<file path="config.mk">
export PLATFORM = sky130hd
export DESIGN_NAME = dmem_arbiter
export DESIGN_NICKNAME = d
export VERILOG_FILES = /design/src/rtl/dmem_arb_pkg.sv /design/src/rtl/dmem_arb_rd_pipe.sv /design/src/rtl/dmem_arbiter.sv
export SDC_FILE = /design/constraint.sdc
export NUM_CORES = 1
export LEC_CHECK = 0
export ABC_AREA = 1
export BUFFER_PORTS_ARGS = -buffer_cell sky130_fd_sc_hd__buf_2
export CELL_PAD_IN_SITES_DETAIL_PLACEMENT = 2
export CELL_PAD_IN_SITES_GLOBAL_PLACEMENT = 2
export CORE_UTILIZATION = 19
export CTS_CLUSTER_SIZE = 30
export DETAILED_ROUTE_END_ITERATION = 10
export GPL_TIMING_DRIVEN = 0
export PLACE_DENSITY = 0.87
export REMOVE_ABC_BUFFERS = 1
export SLEW_MARGIN = 20
export SYNTH_ARGS = -nofsm -noshare
export SYNTH_HDL_FRONTEND = slang
export SYNTH_HIERARCHICAL = 1
export SYNTH_SLANG_ARGS = --single-unit
</file>
<file path="constraint.sdc">
create_clock -name Clk -period 2 [get_ports Clk]
set_clock_uncertainty 0.05 [all_clocks]
set_input_delay 0.2 -clock Clk [delete_from_list [all_inputs] [get_ports Clk]]
set_output_delay 0.2 -clock Clk [all_outputs]
set_load 0.02 [all_outputs]
</file>
<file path="src/rtl/dmem_arb_pkg.sv">
// Shared types and default widths for the data-RAM arbiter.
package dmem_arb_pkg;

  localparam int DEF_ADDR_W = 8;
  localparam int DEF_DATA_W = 16;
  localparam int DEF_LEN_W  = 4;
  localparam int DEF_RD_LAT = 1;

  // Encoding doubles as the debug owner output (00 IDLE, 01 CPU, 10 DMA).
  typedef enum logic [1:0] {
    ST_IDLE = 2'b00,
    ST_CPU  = 2'b01,
    ST_DMA  = 2'b10
  } state_e;

  // Which master a pending read belongs to.
  typedef enum logic {
    TAG_CPU = 1'b0,
    TAG_DMA = 1'b1
  } tag_e;

endpackage

</file>
<file path="src/rtl/dmem_arb_rd_pipe.sv">
// Read-return tag pipeline: delays {valid, owner tag} by RD_LAT cycles so the
// RAM read data can be steered to the master that issued the read.
module dmem_arb_rd_pipe
  import dmem_arb_pkg::*;
#(
  parameter int RD_LAT = DEF_RD_LAT
) (
  input  logic clk,
  input  logic srst,
  input  logic in_valid,
  input  tag_e in_tag,
  output logic out_valid,
  output tag_e out_tag
);

  logic valid_reg [RD_LAT];
  tag_e tag_reg   [RD_LAT];

  generate
    for (genvar gi = 0; gi < RD_LAT; gi++) begin : g_stage
      if (gi == 0) begin : g_head
        // First stage captures the read issued this cycle.
        always_ff @(posedge clk) begin
          if (srst) begin
            valid_reg[gi] <= 1'b0;
            tag_reg[gi]   <= TAG_CPU;
          end else begin
            valid_reg[gi] <= in_valid;
            tag_reg[gi]   <= in_tag;
          end
        end
      end else begin : g_body
        // Later stages shift the tag along one cycle each.
        always_ff @(posedge clk) begin
          if (srst) begin
            valid_reg[gi] <= 1'b0;
            tag_reg[gi]   <= TAG_CPU;
          end else begin
            valid_reg[gi] <= valid_reg[gi-1];
            tag_reg[gi]   <= tag_reg[gi-1];
          end
        end
      end
    end
  endgenerate

  assign out_valid = valid_reg[RD_LAT-1];
  assign out_tag   = tag_reg[RD_LAT-1];

endmodule

</file>
<file path="src/rtl/dmem_arbiter.sv">
// Arbiter sharing the single-port data RAM between the CPU (single beats)
// and a DMA loader (incrementing bursts). One RAM access per clock; the
// grant and RAM controls are decoded from the registered state.
// Build option: DMEM_ARB_RR_EN selects round-robin priority; without it the
// CPU has fixed priority.
module dmem_arbiter
  import dmem_arb_pkg::*;
#(
  parameter int ADDR_W = DEF_ADDR_W,
  parameter int DATA_W = DEF_DATA_W,
  parameter int LEN_W  = DEF_LEN_W,
  parameter int RD_LAT = DEF_RD_LAT
) (
  input  logic              Clk,
  input  logic              Rst,
  input  logic              cpu_req,
  input  logic              cpu_wr,
  input  logic [ADDR_W-1:0] cpu_addr,
  input  logic [DATA_W-1:0] cpu_wdata,
  output logic              cpu_gnt,
  output logic              cpu_rvalid,
  output logic [DATA_W-1:0] cpu_rdata,
  input  logic              dma_req,
  input  logic              dma_wr,
  input  logic [ADDR_W-1:0] dma_addr,
  input  logic [LEN_W-1:0]  dma_len,
  input  logic [DATA_W-1:0] dma_wdata,
  output logic              dma_gnt,
  output logic              dma_rvalid,
  output logic [DATA_W-1:0] dma_rdata,
  output logic              dma_done,
  output logic [ADDR_W-1:0] mem_addr,
  output logic              mem_wr,
  output logic [DATA_W-1:0] mem_wdata,
  input  logic [DATA_W-1:0] mem_rdata,
  output logic [1:0]        owner
);

`ifdef DMEM_ARB_RR_EN
  localparam bit RR_EN = 1'b1;
`else
  localparam bit RR_EN = 1'b0;
`endif

  state_e              state_reg, state_next;
  logic                prio_cpu_reg, prio_cpu_next;
  logic [ADDR_W-1:0]   base_reg, base_next;
  logic [LEN_W-1:0]    len_reg, len_next;
  logic [LEN_W-1:0]    beat_reg, beat_next;
  logic                wr_reg, wr_next;
  logic                arb;
  logic                prio_eff;
  logic                rd_issue;
  tag_e                rd_tag;
  logic                pipe_valid;
  tag_e                pipe_tag;

  // Next-state logic: arbitrate in IDLE, after a CPU beat, and on the last
  // DMA beat; otherwise advance or abort the running burst.
  always_comb begin
    state_next    = state_reg;
    base_next     = base_reg;
    len_next      = len_reg;
    beat_next     = beat_reg;
    wr_next       = wr_reg;
    arb           = 1'b0;
    prio_eff      = prio_cpu_reg;

    case (state_reg)
      ST_IDLE: arb = 1'b1;
      ST_CPU: begin
        arb = 1'b1;
        // A finished CPU beat hands priority to DMA in round-robin mode.
        if (RR_EN) prio_eff = 1'b0;
      end
      ST_DMA: begin
        if (!dma_req) begin
          // Burst abandoned by the loader: no access, back to idle.
          state_next = ST_IDLE;
        end else if (beat_reg == len_reg) begin
          arb = 1'b1;
          // A finished burst hands priority back to the CPU.
          if (RR_EN) prio_eff = 1'b1;
        end else begin
          beat_next = beat_reg + LEN_W'(1);
        end
      end
      default: state_next = ST_IDLE;
    endcase

    prio_cpu_next = prio_eff;

    if (arb) begin
      if (cpu_req && (prio_eff || !dma_req)) begin
        state_next = ST_CPU;
      end else if (dma_req) begin
        state_next = ST_DMA;
        base_next  = dma_addr;
        len_next   = dma_len;
        wr_next    = dma_wr;
        beat_next  = '0;
      end else begin
        state_next = ST_IDLE;
      end
    end
  end

  // State, priority and burst-context registers.
  always_ff @(posedge Clk) begin
    if (Rst) begin
      state_reg    <= ST_IDLE;
      prio_cpu_reg <= 1'b1;
      base_reg     <= '0;
      len_reg      <= '0;
      beat_reg     <= '0;
      wr_reg       <= 1'b0;
    end else begin
      state_reg    <= state_next;
      prio_cpu_reg <= prio_cpu_next;
      base_reg     <= base_next;
      len_reg      <= len_next;
      beat_reg     <= beat_next;
      wr_reg       <= wr_next;
    end
  end

  // Grant and RAM-port decode from the current state.
  always_comb begin
    cpu_gnt   = 1'b0;
    dma_gnt   = 1'b0;
    dma_done  = 1'b0;
    mem_addr  = '0;
    mem_wr    = 1'b0;
    mem_wdata = '0;
    rd_issue  = 1'b0;
    rd_tag    = TAG_CPU;

    case (state_reg)
      ST_CPU: begin
        cpu_gnt   = 1'b1;
        mem_addr  = cpu_addr;
        mem_wr    = cpu_wr;
        mem_wdata = cpu_wdata;
        rd_issue  = !cpu_wr;
        rd_tag    = TAG_CPU;
      end
      ST_DMA: begin
        if (dma_req) begin
          dma_gnt   = 1'b1;
          mem_addr  = base_reg + ADDR_W'(beat_reg);
          mem_wr    = wr_reg;
          mem_wdata = dma_wdata;
          dma_done  = (beat_reg == len_reg);
          rd_issue  = !wr_reg;
          rd_tag    = TAG_DMA;
        end
      end
      default: ;
    endcase
  end

  dmem_arb_rd_pipe #(
    .RD_LAT (RD_LAT)
  ) u_rd_pipe (
    .clk       (Clk),
    .srst      (Rst),
    .in_valid  (rd_issue),
    .in_tag    (rd_tag),
    .out_valid (pipe_valid),
    .out_tag   (pipe_tag)
  );

  assign cpu_rvalid = pipe_valid && (pipe_tag == TAG_CPU);
  assign dma_rvalid = pipe_valid && (pipe_tag == TAG_DMA);
  assign cpu_rdata  = mem_rdata;
  assign dma_rdata  = mem_rdata;
  assign owner      = state_reg;

endmodule

</file>
Yosys cells after proc, flatten, opt, wreduce, memory -nomap -nowiden
Memories as Yosys holds them, arrays and structs flattened.
Cells that the tools add are included.
- memory bits (read-only): 0
- input bits: 74
- bits in latches: 0
- output and inout port bits: 64
- flip-flop bits (word level): 19
- logic and storage cells: 60
- bits in writable memories: 2
- memories kept: 2
- memory list (memory ; depth ; bits a word ; read ports ; clocked after Yosys merged registers in ; wr ports ; line ; text):
    u_rd_pipe.tag_reg ; 1 ; 1 ; 1 ; 0 ; 1 ; dmem_arb_rd_pipe.sv:17 ; tag_e tag_reg [RD_LAT];
    u_rd_pipe.valid_reg ; 1 ; 1 ; 1 ; 0 ; 1 ; dmem_arb_rd_pipe.sv:16 ; logic valid_reg [RD_LAT];
- add/sub/neg operators: 2
- shift operators: 0
- reduce and logical (&&, ||, !) cells: 10
- bitwise gates (word level): 2
- $lt $le $gt $ge: 0
- mux-type cells: 34
- div/mod/pow operators: 0
- eq/ne operators: 5
- multipliers: 0
- operator list (cell ; count):
    $pmux 16 s2 ; 1
    $mux 4 ; 6
    $mux 1 ; 16
    $mux 16 ; 1
    $pmux 8 s2 ; 1
    $add 8x4->8 ; 1
    $mux 2 ; 4
    $mux 8 ; 1
    $pmux 1 s2 ; 3
    $add 4x1->4 const B ; 1
    $eq 4x4->1 ; 1
    $pmux 2 s2 ; 1
    $ne 3x3->1 const B ; 1
    $reduce_and 3->1 ; 1
    $eq 2x1->1 const B ; 1
    $eq 2x2->1 const B ; 1
    $logic_and 1x1->1 ; 2
    $logic_not 1->1 ; 2
    $logic_not 2->1 ; 1
    $ne 2x1->1 const B ; 1
    $not 1->1 ; 2
    $reduce_and 2->1 ; 1
    $reduce_or 1->1 ; 2
    $reduce_or 2->1 ; 1

Longest topological paths before layout
- depth after elaboration: 7
- mapped depth: 12
- mapped depth without buffers: 12

Modules after synthesis
Netlist, hierarchy kept.
- by module, submodules not included (module ; cells each ; area an instance (um^2) ; instances ; sequential area each (um^2)):
    dmem_arbiter ; 310 ; 1896.8 ; 1 ; 380.4
    dmem_arb_rd_pipe ; 6 ; 55.1 ; 1 ; 40.0

Worst setup path before layout
Ideal clock, no wire load.
- path type: register -> output
- from: reg state_reg[0] (netlist: owner[0])
- to: out mem_addr[1]
- slack: -0.065 ns
- arrival time: 1.815 ns
- required time: 1.750 ns
- cell stages (with the launch flop): 6
- buffers on the path: 2
- cell sequence: dfxtp_1 ha_1 clkbuf_1 clkbuf_1 nand2_1 a21oi_1
- word-level cells in the longest chain between the ends: 2
- elaborated cells on any way between the ends: 3
- classes of those cells: 2 x eq/ne; 1 x mux
- RTL lines (item ; line ; text):
    from (decl) ; dmem_arbiter.sv:45 ; state_e state_reg, state_next;
    from (signal assigned) ; dmem_arbiter.sv:118 ; state_reg <= state_next;
    $eq 2x2->1 or $eq 2x1->1 (tied branches) ; dmem_arbiter.sv:138 ; case (state_reg)
    $pmux 8 s2 (*) ; dmem_arbiter.sv:138 ;
    to (decl) ; dmem_arbiter.sv:32 ; output logic [ADDR_W-1:0] mem_addr,
Mark *: on every way between the ends. The rest lies on a longest branch, timed or not.

Worst setup path after layout
- from: reg beat_reg[0]
- to: out mem_addr[2]
- word-level cells in the longest chain between the ends: 3
- RTL lines (item ; line ; text):
    from (decl) ; dmem_arbiter.sv:49 ; logic [LEN_W-1:0] beat_reg, beat_next;
    from (signal assigned) ; dmem_arbiter.sv:122 ; beat_reg <= beat_next;
    $add 8x4->8 ; dmem_arbiter.sv:150 ; mem_addr = base_reg + ADDR_W'(beat_reg);
    $mux 8 ; dmem_arbiter.sv:148 ; if (dma_req) begin
    $pmux 8 s2 ; dmem_arbiter.sv:138 ;
Every way passes these cells.

==> summary.md <==
| Metric | Value |
|---|---|
| Max incr delay on CP | `0.37 ns` |
| CTS sink count | `21` |
| Nets@finish | `472` |
| Die ar. | `10700 um2` |
| I/O Buffers | `89` |
| Initial antenna violation count | `0` |
| Final Non-Filler Cells | `520` |
| Critical path arrival | `1.92 ns` |
| Share of layout cells above drive strength 1 | `45.2%` |
| Clock slew at reported path FFs | `0.09 ns` |
| FF+latch count, synth | `21` |
| Total global-route track usage | `15.5%` |
| CTS tree | `built` |
| Starting Density | `19.8%` |
| First-pass GRT wire length | `12600 um` |
| CP most frequent cell | `buf_4` |
| Final period utilization | `109%` |
| Max reg flops | `8` |
| Register area share after synthesis | `21.5%` |
| Largest net degree at the start of global routing | `29` |
| Post-Syn Area per Cell | `6.18 um2` |
| Area leader, netlist | `dfxtp_1` |
| Grt ovf | `0` |
| CP cell instances | `ha_4 > fa_2 > buf_4 > a21oi_2 > o21ai_1 > a21oi_1 > buf_4` |
| Async SR Flop Fraction | `0%` |
| Crit path required time | `1.75 ns` |
| Clk_lat worst skew | `0.27 ns` |
| Post-Synthesis Cell Area | `1950 um2` |
| Area growth, synth to finish | `42.9%` |
| Final Cell Area | `2790 um2` |
| Vias in the first global route | `2548` |
| Min-Delay Path Class | `primary input to flip-flop` |
| Total Routed Length | `9100 um` |
| Crit path time final | `2.17 ns` |
| CP Launch Type | `flip-flop` |
| Post-DR vias/cell | `4.53` |
| Worst-margin pin slew | `0.760 ns` |
| Setup ws final | `-0.172 ns` |
| Final setup fails | `4` |
| Primary FF master, synth | `dfxtp_1` |
| Number of nets with antenna violations after routing | `0` |
| Die width | `103 um` |
| Global placement routability congestion | `0.786` |
| Commonest non-fill, non-tap cells in the layout | `nand2_1 (94), buf_2 (74), a21oi_1 (29)` |
| Chip Height | `103 um` |
| First-pass DRT Iterations | `4` |
| # placed instances | `494` |
| Crit. End Element | `primary output` |
| Placed Area | `2260 um2` |
| Rows | `36` |
| PD cells | `538 nW/um2` |
| Post-Syn Instances | `316` |
| Bufs on Longest Clock Path | `2` |
| Power after layout | `1.50 mW` |
| H-tree levels | `1` |
| Max-Cap Viols | `0` |
| Area contributors post-synth | `dfxtp_1 (22%), nand2_1 (19%), buf_4 (13%), a21oi_1 (10%), ha_1 (5.8%)` |
| Crit Path Max Fanout | `2` |
| Leak Pwr | `1.29 nW` |
| Max-slew violations | `0` |
| DRC violations left | `0` |
| Synth cell types | `25` |
| Pre-CTS setup slack | `-0.588 ns` |
| Fmax | `460 MHz` |
| Via count | `2357` |
| YS warnings | `6` |
| Final Hold Viols | `0` |
| RSZ-0062 raised after global routing | `yes` |
| Post-synth top area share | `21.5%` |
| DP Wirelength | `5890 um` |
| Crit path kind | `flip-flop to primary output` |
| Routed len/inst | `17.5 um` |
| Hold_ws | `0.106 ns` |
| Core area | `9860 um2` |
| Failing checks | `negative setup slack` |
| Headroom to the max-slew limit | `49.2%` |
| Outcome | `finished, violations left` |
| VDD IR max | `0.000265 V` |
| Initial drt markers | `48` |
| Diode count | `0` |
| Io pins | `138` |
| Post-synth EDFFs | `0` |
| Slowest CP cell | `dfxtp_4` |
| Most common cell after layout, fill and taps aside | `nand2_1` |
| CTS buffer count | `3` |
| Clock Tree Root | `clkbuf_8` |
[through the flow]
step,setup TNS (ns),util (%)
after floorplan,-1.87,-
after global placement,-5.33,22.9
after detailed placement,-10.97,22.9
after CTS,-0.254,26.0
after global routing,-1.00,28.3
final,-0.226,28.3
[report_power, final]
group | leakage [nW] | switching [mW] | total [mW] | internal, mW
Clock | 0.0255 | 0.154 | 0.293 | 0.139
Sequential | 0.177 | 0.0378 | 0.490 | 0.453
Combinational | 1.08 | 0.439 | 0.718 | 0.279
Total | 1.29 | 0.631 | 1.50 | 0.871
[synth_stat cells, types with 3 or more instances]
cell type	n
a21oi_1	39
inv_1	23
ha_1	9
clkbuf_1	6
dfxtp_1	21
buf_4	33
nand2_1	100
inv_2	5
buf_2	3
nand3_1	16
o21ai_0	3
nand4_1	11
nand2_2	8
nor2_1	25
[metal layers]
layer	GRT usage, %	wire length, um
met2	27.5	4800
met1	17.5	3650
met5	0.962	0
met4	5.31	170
met3	4.50	473
[critical path: cells and delay by family, from the launching register on]
family                     cells  cell delay (ns)
DFF                            1             0.37
adders and majority gates      2             0.53
buffers and inverters          2             0.34
AOI/OAI and AO/OA              3             0.41
[path summary, 6_finish.rpt]
path | start | to | slack, ns | depth (start not counted)
worst max-delay path | beat_reg[0]$_SDFF_PP0_ | mem_addr[2] | -0.17 | 7
worst max register to register | owner[1]$_SDFFE_PP0P_ | beat_reg[2]$_SDFF_PP0_ | 0.13 | 8
worst min-delay path | dma_len[0] | len_reg[0]$_SDFFE_PP0P_ | 0.11 | 3
worst min register to register | base_reg[2]$_SDFFE_PP0P_ | base_reg[2]$_SDFFE_PP0P_ | 0.44 | 2
[kinds of logic after synthesis]
family | share of synthesized area, %
compound gates | 11.5
fa+ha+maj | 6.80
buf+inv | 21.3
flops | 21.5
simple gates | 38.8
[final cells by class]
cell class                 count  area, um2
fill                        1174       7070
clock buffer                   3       41.3
inverter                      29        135
timing repair inverter         2       16.3
timing repair buffer         108        678
clock inverter                 1       5.00
multi-input combinational    223       1310
tap                          133        166
sequential                    21        443
[repair_timing]
action	4_1_cts	5_1_grt
gates cloned	3	0
pin swaps	7	14
resized for setup	41	42
endpoints found under the setup margin	47	32
hold buffers	0	0
setup buffers	10	9
(Power assumes the default switching activity.)
